<file path="config.mk">
export PLATFORM = sky130hd
export DESIGN_NAME = if_stage
export DESIGN_NICKNAME = d
export VERILOG_FILES = /design/src/rtl/cpu_pkg.sv /design/src/rtl/if_hold_buf.sv /design/src/rtl/if_stage.sv
export SDC_FILE = /design/constraint.sdc
export NUM_CORES = 1
export LEC_CHECK = 0
export BUFFER_PORTS_ARGS = -buffer_cell sky130_fd_sc_hd__buf_4
export CAP_MARGIN = 25
export CORE_MARGIN = 1
export CORE_UTILIZATION = 55
export DETAILED_ROUTE_END_ITERATION = 8
export PLACE_DENSITY = 0.85
export SETUP_SLACK_MARGIN = 0.4
export SYNTH_ARGS = -nofsm -noshare
export SYNTH_HDL_FRONTEND = slang
export SYNTH_HIERARCHICAL = 1
export SYNTH_SLANG_ARGS = --single-unit
</file>
<file path="constraint.sdc">
create_clock -name clk -period 2.15 [get_ports clk]
set_input_delay 0 -clock clk [delete_from_list [all_inputs] [get_ports clk]]
set_output_delay 0 -clock clk [all_outputs]
set_load 0.02 [all_outputs]
</file>
<file path="src/rtl/cpu_pkg.sv">
`default_nettype none
// ============================================================================
// Module      : cpu_pkg
// Description : Shared CPU definitions for the instruction-fetch stage.
//               Includes the instruction width, the bit positions of each
//               field, the opcode constants and the fetch-state type.
// Revision    : 1.0 - initial release
// ============================================================================
package cpu_pkg;

    localparam int INSTR_W = 16;

    // Instruction word layout: [15:13] opcode, [12:8] ad1, [7:0] imm
    localparam int OPC_MSB = 15;
    localparam int OPC_LSB = 13;
    localparam int AD1_MSB = 12;
    localparam int AD1_LSB = 8;
    localparam int IMM_MSB = 7;
    localparam int IMM_LSB = 0;

    localparam int OPC_W = OPC_MSB - OPC_LSB + 1;
    localparam int AD1_W = AD1_MSB - AD1_LSB + 1;
    localparam int IMM_W = IMM_MSB - IMM_LSB + 1;

    localparam logic [OPC_W-1:0] OP_NOP = 3'b000;
    localparam logic [OPC_W-1:0] OP_LDO = 3'b001;
    localparam logic [OPC_W-1:0] OP_LDA = 3'b010;
    localparam logic [OPC_W-1:0] OP_STO = 3'b011;
    localparam logic [OPC_W-1:0] OP_SUB = 3'b100;
    localparam logic [OPC_W-1:0] OP_ADD = 3'b101;
    localparam logic [OPC_W-1:0] OP_JMP = 3'b110;
    localparam logic [OPC_W-1:0] OP_HLT = 3'b111;

    typedef enum logic [0:0] {
        ST_RUN    = 1'b0,
        ST_HALTED = 1'b1
    } if_state_t;

    function automatic logic [OPC_W-1:0] instr_opcode(input logic [INSTR_W-1:0] w);
        return w[OPC_MSB:OPC_LSB];
    endfunction

endpackage
`default_nettype wire

</file>
<file path="src/rtl/if_hold_buf.sv">
`default_nettype none
// ============================================================================
// Module      : if_hold_buf
// Description : A one-entry buffer for a ROM response that arrives while the
//               decode stage is stalled. It stores the instruction word
//               together with its fetch address.
// Ports       : clk, rst       - clock, asynchronous active-high reset
//               i_load         - capture i_word/i_addr, mark full
//               i_drain        - entry consumed, mark empty
//               i_clear        - discard the entry (takes priority)
//               i_word/i_addr  - word and address to capture
//               o_full         - entry valid
//               o_word/o_addr  - stored word and address
// Revision    : 1.0 - initial release
// ============================================================================
module if_hold_buf
    import cpu_pkg::*;
#(
    parameter int PC_W = 8
) (
    input  logic               clk,
    input  logic               rst,
    input  logic               i_load,
    input  logic               i_drain,
    input  logic               i_clear,
    input  logic [INSTR_W-1:0] i_word,
    input  logic [PC_W-1:0]    i_addr,
    output logic               o_full,
    output logic [INSTR_W-1:0] o_word,
    output logic [PC_W-1:0]    o_addr
);

    logic               r_full;
    logic [INSTR_W-1:0] r_word;
    logic [PC_W-1:0]    r_addr;

    always_ff @(posedge clk or posedge rst) begin
        if (rst) begin
            r_full <= 1'b0;
            r_word <= '0;
            r_addr <= '0;
        end else begin
            if (i_clear) begin
                r_full <= 1'b0;
            end else if (i_load) begin
                r_full <= 1'b1;
                r_word <= i_word;
                r_addr <= i_addr;
            end else if (i_drain) begin
                r_full <= 1'b0;
            end
        end
    end

    assign o_full = r_full;
    assign o_word = r_word;
    assign o_addr = r_addr;

endmodule
`default_nettype wire

</file>
<file path="src/rtl/if_stage.sv">
`default_nettype none
// ============================================================================
// Module      : if_stage
// Description : The instruction-fetch stage. It drives a ROM that has one
//               cycle of read latency and loads the IF_ID pipeline register.
//               A stall from downstream freezes IF_ID and stops fetching.
//               Fetching stops permanently after an HLT instruction reaches
//               IF_ID.
// Ports       : clk, rst             - clock, asynchronous active-high reset
//               stall                - hold IF_ID, suppress fetch
//               rom_rd_en/rom_addr   - ROM read strobe and address (PC)
//               rom_data             - ROM word, valid one cycle after strobe
//               out_opcode/ad1/imm   - IF_ID instruction fields
//               out_pc               - address of the IF_ID instruction
//               out_valid            - IF_ID holds an instruction (0 = bubble)
//               halted               - HLT has reached IF_ID
// Revision    : 1.0 - initial release
// ============================================================================
module if_stage
    import cpu_pkg::*;
#(
    parameter int              PC_W     = 8,
    parameter logic [PC_W-1:0] RESET_PC = '0
) (
    input  logic               clk,
    input  logic               rst,
    input  logic               stall,
    output logic               rom_rd_en,
    output logic [PC_W-1:0]    rom_addr,
    input  logic [INSTR_W-1:0] rom_data,
    output logic [OPC_W-1:0]   out_opcode,
    output logic [AD1_W-1:0]   out_ad1,
    output logic [IMM_W-1:0]   out_imm,
    output logic [PC_W-1:0]    out_pc,
    output logic               out_valid,
    output logic               halted
);

    localparam logic [PC_W-1:0] C_PC_ONE = {{(PC_W-1){1'b0}}, 1'b1};

    if_state_t          r_state;
    if_state_t          w_state_nxt;
    logic [PC_W-1:0]    r_pc;
    logic               r_pend;
    logic [PC_W-1:0]    r_pend_addr;

    logic [OPC_W-1:0]   r_opcode;
    logic [AD1_W-1:0]   r_ad1;
    logic [IMM_W-1:0]   r_imm;
    logic [PC_W-1:0]    r_out_pc;
    logic               r_valid;

    logic               w_rd_en;
    logic               w_rsp;
    logic               w_hb_full;
    logic [INSTR_W-1:0] w_hb_word;
    logic [PC_W-1:0]    w_hb_addr;
    logic               w_from_hb;
    logic               w_ld;
    logic [INSTR_W-1:0] w_ld_word;
    logic [PC_W-1:0]    w_ld_addr;
    logic               w_ld_hlt;

    // A response returning after HALTED has been entered belongs to the
    // request that was issued alongside the HLT load. It is dropped here.
    assign w_rsp     = r_pend && (r_state == ST_RUN);

    // A buffered word is always older than a live response. When the
    // buffer drains, no response can be in flight.
    assign w_from_hb = !stall && w_hb_full;
    assign w_ld      = w_from_hb || (!stall && w_rsp);
    assign w_ld_word = w_from_hb ? w_hb_word : rom_data;
    assign w_ld_addr = w_from_hb ? w_hb_addr : r_pend_addr;
    assign w_ld_hlt  = w_ld && (instr_opcode(w_ld_word) == OP_HLT);

    // FSM: state register
    always_ff @(posedge clk or posedge rst) begin
        if (rst) begin
            r_state <= ST_RUN;
        end else begin
            r_state <= w_state_nxt;
        end
    end

    // FSM: next state and fetch strobe
    always_comb begin
        w_state_nxt = r_state;
        w_rd_en     = 1'b0;
        case (r_state)
            ST_RUN: begin
                w_rd_en = !stall && !rst;
                if (w_ld_hlt) begin
                    w_state_nxt = ST_HALTED;
                end
            end
            ST_HALTED: begin
                w_state_nxt = ST_HALTED;
            end
            default: begin
                w_state_nxt = ST_RUN;
            end
        endcase
    end

    // PC and the tracker for the single in-flight request
    always_ff @(posedge clk or posedge rst) begin
        if (rst) begin
            r_pc        <= RESET_PC;
            r_pend      <= 1'b0;
            r_pend_addr <= '0;
        end else begin
            r_pend <= w_rd_en;
            if (w_rd_en) begin
                r_pc        <= r_pc + C_PC_ONE;
                r_pend_addr <= r_pc;
            end
        end
    end

    // IF_ID register. With no word to load, a bubble is inserted and out_pc
    // keeps its old value.
    always_ff @(posedge clk or posedge rst) begin
        if (rst) begin
            r_opcode <= OP_NOP;
            r_ad1    <= '0;
            r_imm    <= '0;
            r_out_pc <= '0;
            r_valid  <= 1'b0;
        end else if (!stall) begin
            if (w_ld) begin
                r_opcode <= w_ld_word[OPC_MSB:OPC_LSB];
                r_ad1    <= w_ld_word[AD1_MSB:AD1_LSB];
                r_imm    <= w_ld_word[IMM_MSB:IMM_LSB];
                r_out_pc <= w_ld_addr;
                r_valid  <= 1'b1;
            end else begin
                r_opcode <= OP_NOP;
                r_ad1    <= '0;
                r_imm    <= '0;
                r_valid  <= 1'b0;
            end
        end
    end

    if_hold_buf #(
        .PC_W    (PC_W)
    ) u_hold_buf (
        .clk     (clk),
        .rst     (rst),
        .i_load  (w_rsp && stall),
        .i_drain (w_from_hb),
        .i_clear (w_ld_hlt),
        .i_word  (rom_data),
        .i_addr  (r_pend_addr),
        .o_full  (w_hb_full),
        .o_word  (w_hb_word),
        .o_addr  (w_hb_addr)
    );

    assign rom_rd_en  = w_rd_en;
    assign rom_addr   = r_pc;
    assign out_opcode = r_opcode;
    assign out_ad1    = r_ad1;
    assign out_imm    = r_imm;
    assign out_pc     = r_out_pc;
    assign out_valid  = r_valid;
    assign halted     = (r_state == ST_HALTED);

endmodule
`default_nettype wire

</file>
; ---- Yosys cells after proc, flatten, opt, wreduce, memory -nomap -nowiden
; Cells that the tools add are included.
[word_totals]
inputBits = 19
elab_cells = 41
out_inout_bits = 35
regBits = 68
[classes]
n_eq_ne = 1
reduce_logical = 12
add_sub_neg = 1
bitwise_logic = 3
muxes = 12
[op_table]
columns = cell, count
row1 = 16-bit 2-to-1 mux, 1
row2 = 8-bit 2-to-1 mux, 2
row3 = "8-bit by 1-bit adder with 8-bit output, second input constant", 1
row4 = 1-bit logical AND, 6
row5 = 1-bit 2-to-1 mux, 6
row6 = 5-bit 2-to-1 mux, 1
row7 = 2-bit AND reduction, 2
row8 = "3-bit == test, second input constant", 1
row9 = 3-bit 2-to-1 mux, 1
row10 = 1-bit NOT, 3
row11 = 3-bit nonzero test, 1
row12 = 1-bit zero test, 2
row13 = 1-bit one-hot mux with 2 select lines, 1
row14 = 1-bit logical OR, 1

; ---- Depth between registers and ports, before layout
[depth]
word_depth = 7
mapped_depth = 8
mapped_depth_nobuf = 5

; ---- Modules after synthesis
; The synthesis kept the hierarchy.
[by_module_without_submodules]
columns = module, cells_each, seq_area_each_um2, area_each_um2, instances
row1 = if_stage, 161, 1076.0, 1976.9, 1
row2 = if_hold_buf, 57, 625.6, 1054.8, 1

; ---- Worst setup path after synthesis
; No wires, ideal clock.
[synth_path]
path_kind = flip-flop to flip-flop
start = register r_state (netlist: halted)
end = register u_hold_buf.r_addr[0] (netlist: u_hold_buf/o_addr[0])
t_arrival_ns = 1.695
path_stages_with_launch = 8
required_ns = 2.025
period_less_slack_ns = 1.820
n_path_buf = 2
setup_time_ns = 0.125
slack_ns = 0.330
path_cell_list = dfrtp_1 > nand2b_4 > o21ai_0 > and2_1 > nor2b_4 > buf_6 > buf_12 > mux2_4
[synth_via]
elab_chain_cells = 7
word_cells_on_any_way = 8
classes_between = bitwise: 2 / reduce/logical: 6
[synth_lines]
columns = element, line_no
row1 = "start, declared", if_stage.sv:41  ; if_state_t r_state;
row2 = "start signal, assigned", if_stage.sv:81  ; r_state <= w_state_nxt;
row3 = 1-bit NOT, -
row4 = 1-bit logical AND, if_stage.sv:66  ; assign w_rsp = r_pend && (r_state == ST_RUN);
row5 = 1-bit logical AND, if_stage.sv:71  ; assign w_ld = w_from_hb || (!stall && w_rsp);
row6 = 1-bit logical OR, if_stage.sv:71
row7 = 1-bit logical AND, if_stage.sv:74  ; assign w_ld_hlt = w_ld && (instr_opcode(w_ld_word) == OP_HLT);
row8 = via w_ld_hlt, if_stage.sv:62  ; logic w_ld_hlt;
row9 = 1-bit NOT (no line), -
row10 = 2-bit AND reduction (no line), -
row11 = "end signal, assigned", if_hold_buf.sv:48  ; r_addr <= i_addr;
row12 = "end, declared", if_hold_buf.sv:35  ; logic [PC_W-1:0] r_addr;
; The timed path passes the listed nets, and every way through them passes these cells.
; A chain may end at the register's enable or synchronous reset.

; ---- Worst setup path after layout
[layout_path]
start = register r_state (netlist: halted)
end = register u_hold_buf.r_word[12] (netlist: u_hold_buf/o_word[12])
[layout_via]
elab_chain_cells = 7
word_cells_on_any_way = 8
classes_between = bitwise: 2 / reduce/logical: 6
[layout_lines]
columns = element, line_no
row1 = 1-bit NOT, -
row2 = 1-bit logical AND, if_stage.sv:66
row3 = 1-bit logical AND, if_stage.sv:71
row4 = 1-bit logical OR, if_stage.sv:71
row5 = 1-bit logical AND, if_stage.sv:74
row6 = via w_ld_hlt, if_stage.sv:62
row7 = 1-bit NOT (no line), -
row8 = 2-bit AND reduction (no line), -
row9 = "end signal, assigned", if_hold_buf.sv:47  ; r_word <= i_word;
row10 = "end, declared", if_hold_buf.sv:34  ; logic [INSTR_W-1:0] r_word;
; The timed path passes the listed nets, and every way through them passes these cells.

==> flow_metrics.py <==
metrics = {
    "clock_network": {
        "cts-buffers-inserted": 9,
        "cts_root_buffer": "clkbuf_8",
        "cts_buffer_depth": 2,
        "cts_num_sinks": 68,
        "tritoncts": "built",
        "htreeDepth": 3,
        "clock_latency_ns": 0.35,
        "path_clk_slew_ns": 0.07,
    },
    "synth": {
        "netlist_instances": 218,
        "syn_area_per_cell_um2": 13.91,
        "ys_seq_elements": 68,
        "synth_top_area_share_pct": 56.13,
        "synth.area.top_cells": "dfrtp_1 (56%), mux2_2 (11%), mux2_4 (9.9%)",
        "syn_nets": 238,
        "yosysUniqueCellTypes": 36,
        "synth_top_cell_by_area": "dfrtp_1",
        "ys_seq_area_share_pct": 56.13,
        "ys_warn_count": 6,
        "syn_area_um2": 3032,
    },
    "critical_path": {
        "critPathKind": "flop to flop",
        "cp-start-kind": "flop",
        "path_max_fanout": 12,
        "path_cells": "nand2b_4 -> o21ai_1 -> and2_4 -> nor2b_4 -> clkbuf_16 -> mux2_4",
        "arrival_ns": 1.90,
        "cp_data_required_time_ns": 2.38,
        "end_kind": "flop",
        "critPathMaxStageDelay_ns": 0.44,
        "cp_slowest_cell": "dfrtp_2",
    },
    "grt": {
        "grt_pass1_wl_um": 10030,
        "grt_pass1_vias": 2073,
        "grtUsageTotal_pct": 22.85,
        "antenna_found_initial": 0,
        "grt_max_degree": 37,
        "gr-total-overflow": 0,
    },
    "finish": {
        "fillCellCount": 349,
        "multi_input_area_um2": 1206,
        "drive_gt1_share_pct": 47.21,
        "seqCellArea_um2": 1704,
        "antenna_cells": 0,
        "stdcell_area_um2": 3900,
        "nNetsFinal": 320,
        "final_core_util_pct": 74.93,
        "area_delta_synth_final_pct": 28.64,
    },
    "routing": {
        "wl_um": 6109,
        "antenna_left": 0,
        "wl_per_cell_um": 16.29,
        "wl_met3_um": 352,
        "wirelength_met1_um": 2723,
        "routed-wl-met2_um": 2950,
        "drt-initial-drc-count": 142,
        "dr.pass1.iters": 4,
        "avgViaCountPerCell": 5.275,
        "highest_layer": "met4",
        "post-route-drc-count": 0,
        "vias": 1978,
    },
    "timing": {
        "finalClockSkew_ns": 0.01040,
        "fin_ws_ns": 0.4743,
        "hold_viol": 0,
        "report.final.slew_viol_count": 0,
        "period_needed_ns": 1.676,
        "max_slew_margin_pct": 59.63,
        "tightest_slew_ns": 0.6019,
        "timing.final.crit_share_pct": 77.94,
        "fin_setup_tns_ns": 0,
        "fmax_mhz": 596.8,
        "rsz0062_at_grt": "false",
        "setup_viol": 0,
    },
    "floorplanning": {
        "io_pins": 54,
        "core_area_um2": 5205,
        "floorplan.rows": 26,
        "dieHeight_um": 76.25,
        "initial_utilization_pct": 58.25,
        "dieArea_um2": 5813,
        "die_w_um": 76.25,
    },
    "place": {
        "gp_congestion": 0.8636,
        "port_buffers": 53,
        "dp_hpwl_um": 3815,
        "placed_cell_area_um2": 3486,
        "dp_slack_ns": 0.4104,
    },
    "min_path": {
        "hp-class": "primary input to flop",
    },
    "power_and_ir_drop": {
        "leakage_uw": 0.001864,
        "power_density_nw_per_um2": 1112,
        "peakVddDrop_mv": 0.9402,
        "power_uw": 4338,
    },
    "flow_run": {
        "drv_cap": 0,
    },
    "status": {
        "status": "finished clean",
    },
}
[report_power, final]
part	switching, uW	internal, uW	total, uW
clock network	460	530	990
registers	317	1670	1980
logic	604	760	1360
[final timing paths]
check	start	end	slack (ns)	cells after the start
worst max-delay path	halted	u_hold_buf/o_word[12]	0.47	6
worst min-delay path	stall	out_imm[4]	0.07	3
worst max register to register	halted	u_hold_buf/o_word[12]	0.47	6
worst min register to register	out_valid	out_valid	0.48	1
max in group asynchronous	rst	halted	1.34	4
min in group asynchronous	rst	u_hold_buf/o_addr[0]	0.12	3
[flip-flops by register name, indices dropped and copies added, names as in the netlist]
register and cells:
u_hold_buf/o_full 1, out_pc 8, out_imm 8, out_valid 1
u_hold_buf/o_word 16, u_hold_buf/o_addr 8, out_opcode 3, r_pend_addr 8
r_pend 1, halted 1, rom_addr 8, out_ad1 5
[cell usage in the layout (no fill, tap or decap), drive strengths merged, types with 2 or more instances in the layout]
master and count:
a21o 2, a21oi 4, a22oi 14, and2 2, buf 65, clkbuf 12, clkinv 4, dfrtp 68
dlygate4sd3 17, inv 5, mux2 50, nand2 17, nand2b 3, nand3 4, nand4 2, nor2b 2
o21ai 17, xnor2 6
[timing repair]
item,CTS,global route
setup endpoints to repair,0,24
endpoints found under the hold margin,69,0
resized for setup,0,3
setup buffers,0,4
hold buffers,17,0
[layout make-up]
| cell class | instances | area share [%] |
|---|---|---|
| well taps | 70 | 2.246 |
| clock buffers | 11 | 3.369 |
| flip-flops and latches | 68 | 43.70 |
| clock inverters | 5 | 1.347 |
| repair buffers | 83 | 17.84 |
| inverters | 6 | 0.5775 |
| multi-input cells | 132 | 30.93 |
[stage by stage]
| stage | hold WS (ns) | cells |
|---|---|---|
| 6_report | 0.06561 | 375 |
| 5_1_grt | 0.1005 | 375 |
| 4_1_cts | 0.05090 | 370 |
| 3_5_place_dp | -0.06073 | 337 |
| 3_3_place_gp | -0.06381 | 337 |
| 2_1_floorplan | 0.02732 | 218 |
[critical path, delay by kind of cell, from the launching register on]
family	cells	cell delay, ns
multiplexers	1	0.31
buffers and inverters	1	0.21
AND/OR/NAND/NOR	3	0.50
flip-flops	1	0.44
AO/OA/AOI/OAI	1	0.09
[Yosys cell counts (all sizes together)]
master and n:
a21o 2, a21oi 4, a22oi 14, and2 2, and3 1, and4 1
buf 9, clkbuf 3, dfrtp 68, ha 1, inv 6, mux2 50
nand2 17, nand2b 3, nand3 4, nand3b 1, nand4 2, nor2 1
nor2b 2, nor3 1, nor3b 1, nor4bb 1, o21ai 17, xnor2 6
xor2 1
[metal layers]
metal / vias to the layer above / global-route usage, %
met4: 0 / 11.92
met1: 974 / 28.87
met2: 68 / 36.04
li1: 928 / -
met3: 8 / 6.228
met5: - / 0
[kinds of logic (layout without fill, tap and decap cells)]
| family | Yosys count | after routing | synth area share (%) |
|---|---|---|---|
| flip-flops | 68 | 68 | 56.13 |
| multiplexers | 50 | 50 | 21.05 |
| AO/OA/AOI/OAI | 37 | 37 | 7.552 |
| AND/OR/NAND/NOR | 37 | 37 | 8.295 |
| buffers and inverters | 18 | 105 | 4.292 |
| XOR/XNOR | 7 | 7 | 2.270 |
| adder cells (fa/ha/maj) | 1 | 1 | 0.4126 |
No activity file was read; power rests on OpenSTA's default activity.
